File: src/rtl/fft_pkg.sv
// Shared types and helpers for the FP16 8-point FFT datapath.
//   FP16_W       : width of one half-precision word
//   N_POINTS     : samples per FFT frame
//   FP16_EXP_INF : all-ones exponent (Inf/NaN)
//   fp16_t, cplx_t, bank_st_e and small FP16 classification helpers.
package fft_pkg;

  localparam int unsigned FP16_W       = 16;
  localparam int unsigned N_POINTS     = 8;
  localparam int unsigned IDX_W        = $clog2(N_POINTS);
  localparam logic [4:0]  FP16_EXP_INF = 5'd31;

  typedef logic [FP16_W-1:0] fp16_t;

  typedef struct packed {
    fp16_t re;
    fp16_t im;
  } cplx_t;

  // Life cycle of one ping-pong bank.
  typedef enum logic [1:0] {
    BkEmpty,
    BkFilling,
    BkFull,
    BkPresented
  } bank_st_e;

  function automatic logic fp16_is_inf_nan(input fp16_t w);
    return w[14:10] == FP16_EXP_INF;
  endfunction

  // Subnormals become signed zero; everything else passes through.
  function automatic fp16_t fp16_flush_subnormal(input fp16_t w);
    if (w[14:10] == 5'd0 && w[9:0] != 10'd0) begin
      return {w[15], 15'b0};
    end
    return w;
  endfunction

endpackage

File: src/rtl/fft_frame_loader_if.sv
// Sample-stream and frame-presentation signals of the FFT frame loader.
//   in_*    : sample stream, valid/ready handshake
//   frame_* : assembled frame towards the FFT core, valid/ready handshake
//   sync_err: pulse when a partial frame was discarded
// slave  : loader view.  master : producer/consumer (testbench) view.
interface fft_frame_loader_if;
  import fft_pkg::*;

  logic                       in_valid;
  logic                       in_ready;
  logic                       in_first;
  logic                       in_mode;
  fp16_t                      in_real;
  fp16_t                      in_imag;
  logic                       frame_valid;
  logic                       frame_ready;
  logic [N_POINTS*FP16_W-1:0] frame_real;
  logic [N_POINTS*FP16_W-1:0] frame_imag;
  logic                       frame_mode;
  logic                       frame_invalid;
  logic                       sync_err;

  modport slave (
    input  in_valid, in_first, in_mode, in_real, in_imag, frame_ready,
    output in_ready, frame_valid, frame_real, frame_imag, frame_mode, frame_invalid, sync_err
  );

  modport master (
    output in_valid, in_first, in_mode, in_real, in_imag, frame_ready,
    input  in_ready, frame_valid, frame_real, frame_imag, frame_mode, frame_invalid, sync_err
  );

endinterface

File: src/rtl/fft_frame_bank.sv
// One 8-entry complex sample bank.
//   clk, rst_n : clock, asynchronous active-low reset
//   clr_i      : empty the bank (frame consumed)
//   we_i/idx_i : write data_i at sample index idx_i
//   mode_i     : FFT/IFFT bit, latched on an index-0 write only
//   inv_i      : written sample contains an Inf/NaN word
//   real_o/imag_o/mode_o/invalid_o : stored frame contents
module fft_frame_bank
  import fft_pkg::*;
(
  input  logic                       clk,
  input  logic                       rst_n,
  input  logic                       clr_i,
  input  logic                       we_i,
  input  logic [IDX_W-1:0]           idx_i,
  input  logic                       mode_i,
  input  cplx_t                      data_i,
  input  logic                       inv_i,
  output logic [N_POINTS*FP16_W-1:0] real_o,
  output logic [N_POINTS*FP16_W-1:0] imag_o,
  output logic                       mode_o,
  output logic                       invalid_o
);

  logic [N_POINTS*FP16_W-1:0] real_q, imag_q;
  logic                       mode_q, invalid_q;

  always_ff @(posedge clk or negedge rst_n) begin
    if (!rst_n) begin
      real_q    <= '0;
      imag_q    <= '0;
      mode_q    <= 1'b0;
      invalid_q <= 1'b0;
    end else if (clr_i) begin
      real_q    <= '0;
      imag_q    <= '0;
      mode_q    <= 1'b0;
      invalid_q <= 1'b0;
    end else if (we_i) begin
      real_q[idx_i*FP16_W +: FP16_W] <= data_i.re;
      imag_q[idx_i*FP16_W +: FP16_W] <= data_i.im;
      if (idx_i == '0) begin
        // Index 0 starts a frame (also after a resync), so the flag restarts here.
        mode_q    <= mode_i;
        invalid_q <= inv_i;
      end else begin
        invalid_q <= invalid_q | inv_i;
      end
    end
  end

  assign real_o    = real_q;
  assign imag_o    = imag_q;
  assign mode_o    = mode_q;
  assign invalid_o = invalid_q;

endmodule

File: src/rtl/fft_frame_loader.sv
// Assembles a stream of FP16 complex samples into 8-sample frames (natural
// order) using two ping-pong banks, and holds each frame stable until the
// FFT core accepts it.
//   clk, rst_n : clock, asynchronous active-low reset
//   bus_io     : fft_frame_loader_if.slave (sample stream in, frame out)
// Build option FFT_LOADER_FLUSH_SUBNORMAL_EN: subnormal words are stored as
// signed zero; otherwise words are stored bit-exact.
module fft_frame_loader
  import fft_pkg::*;
(
  input  logic              clk,
  input  logic              rst_n,
  fft_frame_loader_if.slave bus_io
);

  localparam int unsigned FrameW = N_POINTS * FP16_W;

  bank_st_e         bank_st_q [2];
  logic             wr_bank_q;
  logic             rd_bank_q;  // bank presented now, or next to be presented
  logic [IDX_W-1:0] cnt_q;
  logic             sync_err_q;

  logic             accept, resync, last_accept, frame_valid, rel_frame;
  logic [IDX_W-1:0] wr_idx;
  cplx_t            wr_data;
  logic             wr_inv;

  logic [FrameW-1:0] bank_real [2];
  logic [FrameW-1:0] bank_imag [2];
  logic              bank_mode [2];
  logic              bank_inv  [2];

  assign bus_io.in_ready = !(bank_st_q[wr_bank_q] inside {BkFull, BkPresented});

  assign accept      = bus_io.in_valid && bus_io.in_ready;
  assign resync      = accept && bus_io.in_first && (cnt_q != '0);
  assign wr_idx      = resync ? '0 : cnt_q;
  assign last_accept = accept && !resync && (cnt_q == IDX_W'(N_POINTS - 1));
  assign frame_valid = (bank_st_q[rd_bank_q] == BkPresented);
  assign rel_frame   = frame_valid && bus_io.frame_ready;

  always_comb begin
`ifdef FFT_LOADER_FLUSH_SUBNORMAL_EN
    wr_data.re = fp16_flush_subnormal(bus_io.in_real);
    wr_data.im = fp16_flush_subnormal(bus_io.in_imag);
`else
    wr_data.re = bus_io.in_real;
    wr_data.im = bus_io.in_imag;
`endif
  end

  // Flush never changes exponent 31, so the flag comes from the raw words.
  assign wr_inv = fp16_is_inf_nan(bus_io.in_real) | fp16_is_inf_nan(bus_io.in_imag);

  // Writes always target wr_bank and release/promotion always target rd_bank;
  // when both index the same bank it is FULL/PRESENTED and in_ready is low,
  // so the two updates below never collide.
  always_ff @(posedge clk or negedge rst_n) begin
    if (!rst_n) begin
      bank_st_q[0] <= BkEmpty;
      bank_st_q[1] <= BkEmpty;
      wr_bank_q    <= 1'b0;
      rd_bank_q    <= 1'b0;
      cnt_q        <= '0;
      sync_err_q   <= 1'b0;
    end else begin
      sync_err_q <= resync;

      if (rel_frame) begin
        bank_st_q[rd_bank_q] <= BkEmpty;
        rd_bank_q            <= ~rd_bank_q;
      end else if (bank_st_q[rd_bank_q] == BkFull) begin
        bank_st_q[rd_bank_q] <= BkPresented;
      end

      if (accept) begin
        if (last_accept) begin
          bank_st_q[wr_bank_q] <= BkFull;
          wr_bank_q            <= ~wr_bank_q;
          cnt_q                <= '0;
        end else begin
          bank_st_q[wr_bank_q] <= BkFilling;
          cnt_q                <= wr_idx + IDX_W'(1);
        end
      end
    end
  end

  for (genvar b = 0; b < 2; b++) begin : g_bank
    fft_frame_bank u_bank (
      .clk       (clk),
      .rst_n     (rst_n),
      .clr_i     (rel_frame && (rd_bank_q == 1'(b))),
      .we_i      (accept && (wr_bank_q == 1'(b))),
      .idx_i     (wr_idx),
      .mode_i    (bus_io.in_mode),
      .data_i    (wr_data),
      .inv_i     (wr_inv),
      .real_o    (bank_real[b]),
      .imag_o    (bank_imag[b]),
      .mode_o    (bank_mode[b]),
      .invalid_o (bank_inv[b])
    );
  end

  // Frame outputs read as zero whenever no frame is presented.
  always_comb begin
    bus_io.frame_valid   = frame_valid;
    bus_io.frame_real    = '0;
    bus_io.frame_imag    = '0;
    bus_io.frame_mode    = 1'b0;
    bus_io.frame_invalid = 1'b0;
    if (frame_valid) begin
      bus_io.frame_real    = bank_real[rd_bank_q];
      bus_io.frame_imag    = bank_imag[rd_bank_q];
      bus_io.frame_mode    = bank_mode[rd_bank_q];
      bus_io.frame_invalid = bank_inv[rd_bank_q];
    end
  end

  assign bus_io.sync_err = sync_err_q;

endmodule

File: src/flat_wrapper.sv
// flat-port wrapper written by rule: the top's interface ports become plain ports
module fft_frame_loader_flat import fft_pkg::*;
  (clk, rst_n, bus_io_in_valid, bus_io_in_first, bus_io_in_mode, bus_io_in_real, bus_io_in_imag, bus_io_frame_ready, bus_io_in_ready, bus_io_frame_valid, bus_io_frame_real, bus_io_frame_imag, bus_io_frame_mode, bus_io_frame_invalid, bus_io_sync_err);
  fft_frame_loader_if bus_io_i ();
  input  logic clk;
  input  logic rst_n;
  input wire logic [$bits(bus_io_i.in_valid)-1:0] bus_io_in_valid;
  input wire logic [$bits(bus_io_i.in_first)-1:0] bus_io_in_first;
  input wire logic [$bits(bus_io_i.in_mode)-1:0] bus_io_in_mode;
  input wire logic [$bits(bus_io_i.in_real)-1:0] bus_io_in_real;
  input wire logic [$bits(bus_io_i.in_imag)-1:0] bus_io_in_imag;
  input wire logic [$bits(bus_io_i.frame_ready)-1:0] bus_io_frame_ready;
  output wire logic [$bits(bus_io_i.in_ready)-1:0] bus_io_in_ready;
  output wire logic [$bits(bus_io_i.frame_valid)-1:0] bus_io_frame_valid;
  output wire logic [$bits(bus_io_i.frame_real)-1:0] bus_io_frame_real;
  output wire logic [$bits(bus_io_i.frame_imag)-1:0] bus_io_frame_imag;
  output wire logic [$bits(bus_io_i.frame_mode)-1:0] bus_io_frame_mode;
  output wire logic [$bits(bus_io_i.frame_invalid)-1:0] bus_io_frame_invalid;
  output wire logic [$bits(bus_io_i.sync_err)-1:0] bus_io_sync_err;
  assign bus_io_i.in_valid = bus_io_in_valid;
  assign bus_io_i.in_first = bus_io_in_first;
  assign bus_io_i.in_mode = bus_io_in_mode;
  assign bus_io_i.in_real = bus_io_in_real;
  assign bus_io_i.in_imag = bus_io_in_imag;
  assign bus_io_i.frame_ready = bus_io_frame_ready;
  assign bus_io_in_ready = bus_io_i.in_ready;
  assign bus_io_frame_valid = bus_io_i.frame_valid;
  assign bus_io_frame_real = bus_io_i.frame_real;
  assign bus_io_frame_imag = bus_io_i.frame_imag;
  assign bus_io_frame_mode = bus_io_i.frame_mode;
  assign bus_io_frame_invalid = bus_io_i.frame_invalid;
  assign bus_io_sync_err = bus_io_i.sync_err;
  fft_frame_loader u_core (.clk(clk), .rst_n(rst_n), .bus_io(bus_io_i));
endmodule
File: config.mk
export PLATFORM = sky130hd
export DESIGN_NAME = fft_frame_loader_flat
export DESIGN_NICKNAME = d
export VERILOG_FILES = /design/src/rtl/fft_pkg.sv /design/src/rtl/fft_frame_loader_if.sv /design/src/rtl/fft_frame_bank.sv /design/src/rtl/fft_frame_loader.sv /design/src/flat_wrapper.sv
export SDC_FILE = /design/constraint.sdc
export NUM_CORES = 1
export LEC_CHECK = 0
export CORE_UTILIZATION = 45
export CTS_CLUSTER_SIZE = 10
export DETAILED_ROUTE_END_ITERATION = 8
export GPL_TIMING_DRIVEN = 0
export HOLD_SLACK_MARGIN = 0.08
export MAX_ROUTING_LAYER = met4
export PLACE_DENSITY = 0.66
export SLEW_MARGIN = 20
export SYNTH_ARGS = -nofsm -noshare
export SYNTH_HDL_FRONTEND = slang
export SYNTH_HIERARCHICAL = 1
export SYNTH_SLANG_ARGS = --single-unit
File: constraint.sdc
create_clock -name clk -period 3.78 [get_ports clk]
set_clock_uncertainty 0.05 [all_clocks]
set_input_delay 0.378 -clock clk [delete_from_list [all_inputs] [get_ports clk]]
set_output_delay 0.378 -clock clk [all_outputs]
set_load 0.005 [all_outputs]
==> flow_summary.yaml <==
place:
  place_congestion: 0.953
  hpwl_um: 70900
  dp_cells: 3519
  io_buffers: 297
yosys:
  netlist.area_leader.share_pct: 49.3
  netlist_area_mm2: 0.0267
  syn-mean-instance-area_um2: 10.9
  yosysWarnings: 6
  synth_fp_nets: 2500
  synthTopCellsByArea: "dfrtp_1, mux2i_1, a22o_1"
  synth_top_cell_by_area: "dfrtp_1"
  synth_seq_area_share_pct: 49.3
  ys_types: 67
  syn_inst: 2452
  async_flop_share_pct: 100
  ys_seq_elements: 526
  synth_flop_cell: "dfrtp_1"
  synth_edf_count: 0
power:
  p_leak_nw: 15.1
  ir_worst_vdd_uv: 457
  power_per_cell_area_mw_per_mm2: 721
clocking:
  clock-sinks: 526
  htree_levels: 2
  cts-root-to-sink-buffers: 3
  clk_latency_ns: 0.62
  numCtsBuffers: 59
  clk_pin_slew_ns: 0.06
  cts_tree: "built"
  root_buffer: "clkbuf_16"
critical_path:
  cp.arrival_ns: 4.21
  rr_worst_depth: 12
  cp_max_fo: 12
  cp.depth: 12
  critical_path.top_delay_family: "simple AND/OR/NAND/NOR gates"
  crit_buf_inv: 4
  cp_slowest_cell: "a21oi_2"
  path_common_cell: "ha_1"
  cp-startpoint: "u_core/wr_bank_q$_DFFE_PN0P_"
  max_stage_delay_ns: 0.57
  worst_r2r_endpoint: "u_core/g_bank[1].u_bank/imag_o[50]$_DFFE_PN0P_"
  cp_cell_sequence: "mux2i_4 -> nand3_1 -> and2_1 -> inv_1 -> ha_1 -> ha_1 -> buf_6 -> nor2b_1 -> clkbuf_1 -> a21oi_2 -> buf_2 -> a22o_1"
  r2r_slack_ns: 0.08
  cp_data_required_time_ns: 4.29
  startpoint_type: "register"
  cp-end-kind: "register"
  r2r-start: "u_core/wr_bank_q$_DFFE_PN0P_"
  criticalPathCategory: "reg2reg"
routing:
  ant_nets: 0
  routedWlPerCell_um: 27.1
  drt-pass1-iter-count: 5
  vias_per_cell: 5.99
  met2_length_um: 45300
  totalWireLength_um: 97400
  drt-met1-wl_um: 41500
  route.met3.wl_um: 7530
  topRoutingLayerUsed: "met4"
  num_vias: 21500
  drtIter0Drc: 2077
  post-route-drc-count: 0
global_routing:
  grt_use_total_pct: 33.1
  grt_pass1_vias: 21800
  antenna_found_initial: 2
  grt_max_degree: 101
  grt-ovfl-total: 0
  grt_pass1_wl_um: 143000
finish:
  layout.nets: 2867
  area_growth_syn_to_layout_pct: 21.6
  drive_gt1_share_pct: 11.5
  multiInputGateArea_mm2: 0.0122
  fill_cells: 5053
  instances_no_fill: 3594
  seq_area_mm2: 0.0132
  antennaDiodeCount: 0
timing:
  worstMarginPinSlew_ns: 1.14
  setup_tns_ns: 0
  hold_violations: 0
  fmax_mhz: 270
  period_share_pct: 98.0
  period_minus_slack_ns: 3.70
  setup_viol: 0
  final_max_slew_viol_count: 0
  hold-worst-slack_ns: 0.121
  relSlewSlack_pct: 24.0
worst_hold_path:
  min_from: "bus_io_in_valid"
  hold_depth: 3
  min_to: "u_core/cnt_q[2]$_DFFE_PN0N_"
  hp-class: "in2reg"
job:
  drv_cap: 0
floorplanning:
  core_mm2: 0.0581
  fp.dieArea_mm2: 0.0603
  io_pins: 299
  start_util_pct: 45.9
  die_y_um: 246
  die_x_um: 246
  fp-row-count: 88
run_status:
  outcome: "completed"
==> how the worst max path moves through the flow <==
stage	slack, ns	endpoint
after floorplan	0.75	u_core/g_bank[0].u_bank/real_o[52]$_DFFE_PN0P_
after global placement	-20.88	u_core/g_bank[1].u_bank/real_o[11]$_DFFE_PN0P_
after detailed placement	-0.70	u_core/g_bank[0].u_bank/real_o[56]$_DFFE_PN0P_
after CTS	0.04	u_core/g_bank[0].u_bank/real_o[79]$_DFFE_PN0P_
after global routing	-0.0009	u_core/g_bank[0].u_bank/real_o[65]$_DFFE_PN0P_
final	0.08	u_core/g_bank[1].u_bank/imag_o[50]$_DFFE_PN0P_
==> layout by cell type (no fill, tap or decap), drive strengths merged, types with 18 or more instances in the layout <==
cell	Yosys	final
inv	18	18
a32o	25	25
dfrtp	526	526
nand2b	208	208
o31ai	33	33
buf	150	161
nor3	62	62
nand2	191	191
a21oi	41	41
nand4	40	40
clkbuf	73	141
clkdlybuf4s50	0	296
nor2	270	270
a22o	153	153
a31o	61	61
mux2i	495	495
==> worst min-delay path, stage by stage <==
cell and delay (ns):
clkbuf_2 0.16, nand3_1 0.10, o2bb2ai_1 0.11
==> registers in the layout, summed over array words and instances (netlist names) <==
| register | flops |
|---|---|
| u_core/g_bank.u_bank/real_o | 256 |
| u_core/wr_bank_q | 1 |
| u_core/cnt_q | 3 |
| u_core/g_bank.u_bank/mode_o | 2 |
| u_core/g_bank.u_bank/imag_o | 256 |
| u_core/g_bank.u_bank/invalid_o | 2 |
| u_core/bus_io.sync_err | 1 |
| u_core/bank_st_q | 4 |
| u_core/rd_bank_q | 1 |
==> Yosys cell counts (2+ instances only) <==
cell and count:
buf_6 43, a41oi_2 3, and2_1 5, nor3_2 5, nand4bb_1 3, nor4b_2 2, nor2_1 269, o21ai_0 6
and3_1 2, a32o_1 25, a21oi_1 40, and3b_1 4, buf_4 26, a31o_2 61, nand4b_1 4, nor4b_1 2
o2bb2ai_1 4, nand4_2 3, nand2_1 191, or3_1 2, nor3_1 56, nand4_1 37, buf_2 62, ha_1 10
nand2b_1 208, o31ai_1 33, dfrtp_1 526, a22oi_1 2, nand3_2 3, a211oi_1 7, mux2i_1 494, buf_1 19
or2_2 2, nor4_4 3, a22o_1 152, a21o_1 3, nand3b_1 3, inv_1 18, nand3_1 11, clkbuf_1 72
nor2b_1 5
==> metrics by stage <==
stage | setup slack (ns) | total power (W) | cell area (µm²) | util (%)
after floorplan | 0.745 | 0.0147 | 26700 | -
after global placement | -20.88 | 0.0179 | 30600 | 52.7
after detailed placement | -0.704 | 0.0181 | 30800 | 52.9
after CTS | 0.0385 | 0.0233 | 32400 | 55.8
after global routing | -0.000934 | 0.0245 | 32500 | 55.9
final | 0.0769 | 0.0234 | 32500 | 55.9
==> kinds of logic (layout without fill, tap and decap cells) <==
group                      count (synthesis)  after routing  synth area share [%]
AOI/OAI and AO/OA                        348            348                  10.8
adders and majority gates                 10             10                 0.469
buffers and inverters                    242            619                  5.27
DFF                                      526            526                  49.3
muxes                                    496            496                  18.6
and+or+nand+nor                          830            830                  15.5
==> layer usage <==
| layer | up-vias | track usage, % |
|---|---|---|
| met5 | - | - |
| met4 | 0 | 10.9 |
| li1 | 9356 | - |
| met3 | 183 | 6.11 |
| met2 | 961 | 50.6 |
| met1 | 11000 | 44.2 |
==> layout make-up <==
cell class	count	share of cell area [%]
multi-input cells	1684	37.5
well taps	765	2.95
plain buffers	220	4.13
clock buffers	70	4.87
inverters	19	0.220
repair buffers	309	9.76
flip-flops and latches	526	40.5
clock inverters	1	0.0154
==> where the power goes <==
| group | switching, W | leakage (nW) | internal (W) |
|---|---|---|---|
| logic | 0.00606 | 7.10 | 0.00386 |
| clock network | 0.00223 | 0.778 | 0.00287 |
| registers | 0.00105 | 7.18 | 0.00736 |
==> repair_timing <==
action	in CTS	in global routing
buffers inserted	5	1
resized for setup	7	27
hold endpoints to repair	74	0
pin swaps	3	2
endpoints found under the setup margin	129	289
hold buffers	1	0
No activity file was read; power rests on OpenSTA's default activity.
==> RTL edit 1 (config.mk and constraints unchanged) <==
`N_POINTS`: 8 -> 4.
--- a/src/rtl/fft_pkg.sv
+++ b/src/rtl/fft_pkg.sv
@@ -6,7 +6,7 @@
 package fft_pkg;
 
   localparam int unsigned FP16_W       = 16;
-  localparam int unsigned N_POINTS     = 8;
+  localparam int unsigned N_POINTS     = 4;
   localparam int unsigned IDX_W        = $clog2(N_POINTS);
   localparam logic [4:0]  FP16_EXP_INF = 5'd31;
 
Interface: changed (resized bus_io_frame_imag and bus_io_frame_real); port bits go from 299 to 171. The function was not compared with the original's and may differ.
==> RTL edit 1 against the original RTL <==
Synthesized cell count decreased by 51%. Count of clock-buffer cells in the layout decreased by 31. Utilization decreased by 0.054 points. Synthesized area decreased by 48%. Routed wire length decreased by 55%. Sequential cell count decreased by 257. Cell area decreased by 48%. Power decreased by 49%. Worst setup slack improved by 160 ps. Critical path type is now reg2out. Largest power group unchanged.
==> RTL edit 1: results (changes against the original RTL) <==
r2r_slack_ps: 520  # was 80 ps
multi_input_cells: 789  # was 1684
grt_max_degree: 99  # was 101
ys_seq_area_frac: 0.4825  # was 0.4929
seq_area_mm2: 0.006731  # was 0.01316 mm²
use_met1: 0.3858  # was 0.4417
min_path_type: "in2async"  # was in2reg
cp_max_fo: 10  # was 12
post_synth.cell_area_avg_um2: 11.55  # was 10.89 µm²
synthTopCellsByArea: "dfrtp_1 (48%), a32o_1 (14%), mux2i_1 (9.4%), o2bb2ai_2 (5.2%), nor2b_1 (4.3%)"  # was dfrtp_1 (49%), mux2i_1 (19%), a22o_1 (5.0%), nand2b_1 (4.9%), nor2_1 (3.8%)
vias: 11219  # was 21529
yosys.area_share.adder: 0.008968  # was 0.004685
grt_usage: 0.2826  # was 0.3306
holdWs_ps: 354.1  # was 121.4 ps
dp_hpwl_um: 30270  # was 70860 µm
status: "finished, final reports clean"  # unchanged
cp_data_arrival_time_ps: 3110  # was 4210 ps
wire_per_inst_um: 23.93  # was 27.10 µm
rr_startpoint: "u_core/bank_st_q[1]"  # was u_core/wr_bank_q
multi_input_area_share: 0.3767  # was 0.3754
n_fill_cell: 2726  # was 5053
h-tree-depth: 1  # was 2
seq_power_w: 0.00419  # was 0.00841 W
dr_wl_met3_um: 2953  # was 7526 µm
design.seq.count: 269  # was 526
power_combinational_w: 0.00526  # was 0.00992 W
peakVddDrop_mv: 0.4509  # was 0.4566 mV
power_w: 0.01202  # was 0.02343 W
synth_mux_area_frac: 0.09479  # was 0.1861
drive_above_1_share: 0.1450  # was 0.1145
rr_worst_depth: 9  # was 12
place.gp.congestion: 0.8474  # was 0.9531
cts_buffers: 31  # was 59
n_clock_buffer: 39  # was 70
grt_pass1_wl_um: 66070  # was 142900 µm
placed_cell_area_mm2: 0.01621  # was 0.03078 mm²
intPower_w: 0.007137  # was 0.01409 W
dp.cells: 1776  # was 3519
clk_latency_ps: 550  # was 620 ps
clk_share: 0.04761  # was 0.04880
grt_use_met3: 0.04327  # was 0.06112
-- RTL edit 1: cell count changes after synthesis, moves of 152 or more --
| cell | unedited run | this run |
|---|---|---|
| a22o_1 | 152 | 0 |
| nand2_1 | 191 | 5 |
| a32o_1 | 25 | 190 |
| nand2b_1 | 208 | 1 |
| dfrtp_1 | 526 | 269 |
| mux2i_1 | 494 | 131 |
-- RTL edit 1: worst max-delay path by stage --
| stage | cells after the start | startpoint | end | slack, ps |
|---|---|---|---|---|
| finish | 7 | u_core/rd_bank_q | bus_io_frame_imag[0] | 240 |
| global route | 7 | u_core/rd_bank_q | bus_io_frame_imag[0] | 130 |
| CTS | 7 | u_core/rd_bank_q | bus_io_frame_imag[0] | 220 |
| detailed placement | 9 | bus_io_in_valid | u_core/g_bank[0].u_bank/imag_o[59] | 420 |
| global placement | 1 | rst_n | u_core/g_bank[0].u_bank/imag_o[26] | -9500 |
| floorplan | 9 | u_core/wr_bank_q | u_core/g_bank[0].u_bank/imag_o[59] | 1340 |
==> RTL edit 2 (config.mk and constraints unchanged) <==
Made on the original files. Reset style: synchronous (`rst_n`), changed in 2 clocked blocks. Comments in the files are not updated.
--- a/src/rtl/fft_frame_bank.sv
+++ b/src/rtl/fft_frame_bank.sv
@@ -25,7 +25,7 @@
   logic [N_POINTS*FP16_W-1:0] real_q, imag_q;
   logic                       mode_q, invalid_q;
 
-  always_ff @(posedge clk or negedge rst_n) begin
+  always_ff @(posedge clk) begin
     if (!rst_n) begin
       real_q    <= '0;
       imag_q    <= '0;
--- a/src/rtl/fft_frame_loader.sv
+++ b/src/rtl/fft_frame_loader.sv
@@ -56,7 +56,7 @@
   // Writes always target wr_bank and release/promotion always target rd_bank;
   // when both index the same bank it is FULL/PRESENTED and in_ready is low,
   // so the two updates below never collide.
-  always_ff @(posedge clk or negedge rst_n) begin
+  always_ff @(posedge clk) begin
     if (!rst_n) begin
       bank_st_q[0] <= BkEmpty;
       bank_st_q[1] <= BkEmpty;
Check against the original RTL: differs if rst_n is asserted again (counterexample within 4 cycles, from zero or initial values and one cycle with rst_n low); with rst_n held inactive, the same outputs for 4 cycles.
==> RTL edit 2 against the original RTL <==
The run now ends with setup timing left. Routed wire length decreased by 6.9%. Worst setup slack got worse by 210 ps. First-iteration DRC count is 9.4% higher. Die area fell by 8.4%. Synthesized cell count increased by 11%. Cell area decreased by 7.7%. Synthesized area shrank 8.5%. Sequential cell count is 2 higher.
Power is not compared: it rests on default switching activity, and its combinational part moved more than twofold at a synthesized area within 25%.
==> RTL edit 2: results (changes against the original RTL) <==
use_met1: 0.4161  # was 0.4417
synthTopCellsByArea: "dfxtp_1 (43%), mux2i_1 (25%), nand2_1 (7.6%), nor2_1 (4.1%), o211ai_1 (4.0%)"  # was dfrtp_1 (49%), mux2i_1 (19%), a22o_1 (5.0%), nand2b_1 (4.9%), nor2_1 (3.8%)
port_buffers: 298  # was 297
routed_wl_um: 90630  # was 97390 µm
reg2reg_to: "u_core/g_bank[0].u_bank/imag_o[5]"  # was u_core/g_bank[1].u_bank/imag_o[50]
wl_met2_um: 41190  # was 45270 µm
cpLargestDelayFamily: "buffers and inverters"  # was simple AND/OR/NAND/NOR gates
status: "complete, but fails checks"  # was finished, final reports clean
synthArstFlopShare: 0  # was 1.000
antenna_found_initial: 1  # was 2
max_slew_margin: 0.4237  # was 0.2403
num-nets-final: 3123  # was 2867
cp_max_fo: 10  # was 12
timing.final.ws_setup_ps: -130.5  # was 76.87 ps
cts_setup_buffers: 0  # was 5
setup_tns_ps: -1452  # was 0 ps
violations: "setup timing"
cp_data_arrival_time_ps: 4400  # was 4210 ps
grtUsageMet2: 0.5079  # was 0.5065
synth_compound_area_frac: 0.08420  # was 0.1085
synth_edf_count: 4  # was 0
rr_worst_depth: 12  # unchanged
cp_slowest_stage_delay_ps: 660  # was 570 ps
post_synth.cell_area_avg_um2: 8.999  # was 10.89 µm²
drt_iter0_markers: 2273  # was 2077
dp.cells: 3709  # was 3519
grt_pass1_vias: 21709  # was 21790
grt_use_met3: 0.05404  # was 0.06112
synth_top_area_frac: 0.4294  # was 0.4929
hp-start: "u_core/g_bank[0].u_bank/real_o[121]"  # was bus_io_in_valid
place.gp.congestion: 0.9786  # was 0.9531
grt_max_degree: 16  # was 101
grt_usage: 0.3268  # was 0.3306
synth_fp_nets: 2765  # was 2500
ys_seq_area_frac: 0.4343  # was 0.4929
yosysUniqueCellTypes: 51  # was 67
cp_slowest_cell: "clkbuf_1"  # was a21oi_2
grt_pass1_wl_um: 133200  # was 142900 µm
dr_wl_met3_um: 7296  # was 7526 µm
rr_startpoint: "u_core/bank_st_q[1][1]"  # was u_core/wr_bank_q
via_per_inst: 5.866  # was 5.990
hold_end: "u_core/g_bank[0].u_bank/real_o[121]"  # was u_core/cnt_q[2]
setup_viol_count_final: 36  # was 0
dp_hpwl_um: 67770  # was 70860 µm
drive_above_1_share: 0.06712  # was 0.1145
wl_met1_um: 38040  # was 41490 µm
synth_common_cells: "mux2i_1 (613), dfxtp_1 (524), nand2_1 (495)"  # was dfrtp_1 (526), mux2i_1 (494), nor2_1 (269)
min_path_cells: 2  # was 3
min_path_type: "reg2reg"  # was in2reg
yosys.area_share.adder: 0.006146  # was 0.004685
[RTL edit 2: tightest hold or removal path, stage by stage, from the launching register on]
cell and delay, ps:
dfxtp_1 300, nand2_1 50, mux2i_1 50
[RTL edit 2: worst max-delay path by stage]
stage,from,to,slack (ps),depth (start not counted)
5_1_grt,u_core/bank_st_q[1][1],u_core/g_bank[0].u_bank/imag_o[2],-110,12
4_1_cts,u_core/bank_st_q[1][1],u_core/g_bank[0].u_bank/imag_o[4],20,12
6_report,u_core/bank_st_q[1][1],u_core/g_bank[0].u_bank/imag_o[5],-130,12
3_3_place_gp,bus_io_in_valid,u_core/g_bank[0].u_bank/real_o[81],-510,14
2_1_floorplan,flop,u_core/g_bank[1].u_bank/imag_o[100],630,13
3_5_place_dp,bus_io_in_valid,u_core/g_bank[0].u_bank/real_o[62],-550,12
[RTL edit 2: final cells by class]
cell class,instances,area (µm²)
fill,4798,23730
inverter,9,33.78
tap,696,870.8
antenna,1,2.502
buffer,252,1328
sequential,528,10610
timing repair buffer,302,3013
clock inverter,4,31.28
clock buffer,68,1530
multi-input combinational,1921,12560
[RTL edit 2: per-stage QoR]
stage	setup slack (ps)	instance area (µm²)	util	hold WS (ps)	power, W
finish	-130.5	29980	0.5582	404.7	0.01192
floorplan	630.1	24430	-	383.7	0.006469
detailed placement	-552.6	28290	0.5268	396.7	0.006969
global placement	-513.6	28280	0.5266	391.2	0.006945
global route	-105.9	29980	0.5582	415.5	0.01225
CTS	22.87	29900	0.5568	406.3	0.01193
[RTL edit 2: power by group]
part	switching, W	leakage (nW)	internal [W]	total [W]
Sequential	0.0000243	4.26	0.00561	0.00564
Clock	0.00221	0.767	0.00280	0.00501
Combinational	0.000926	5.90	0.000346	0.00127
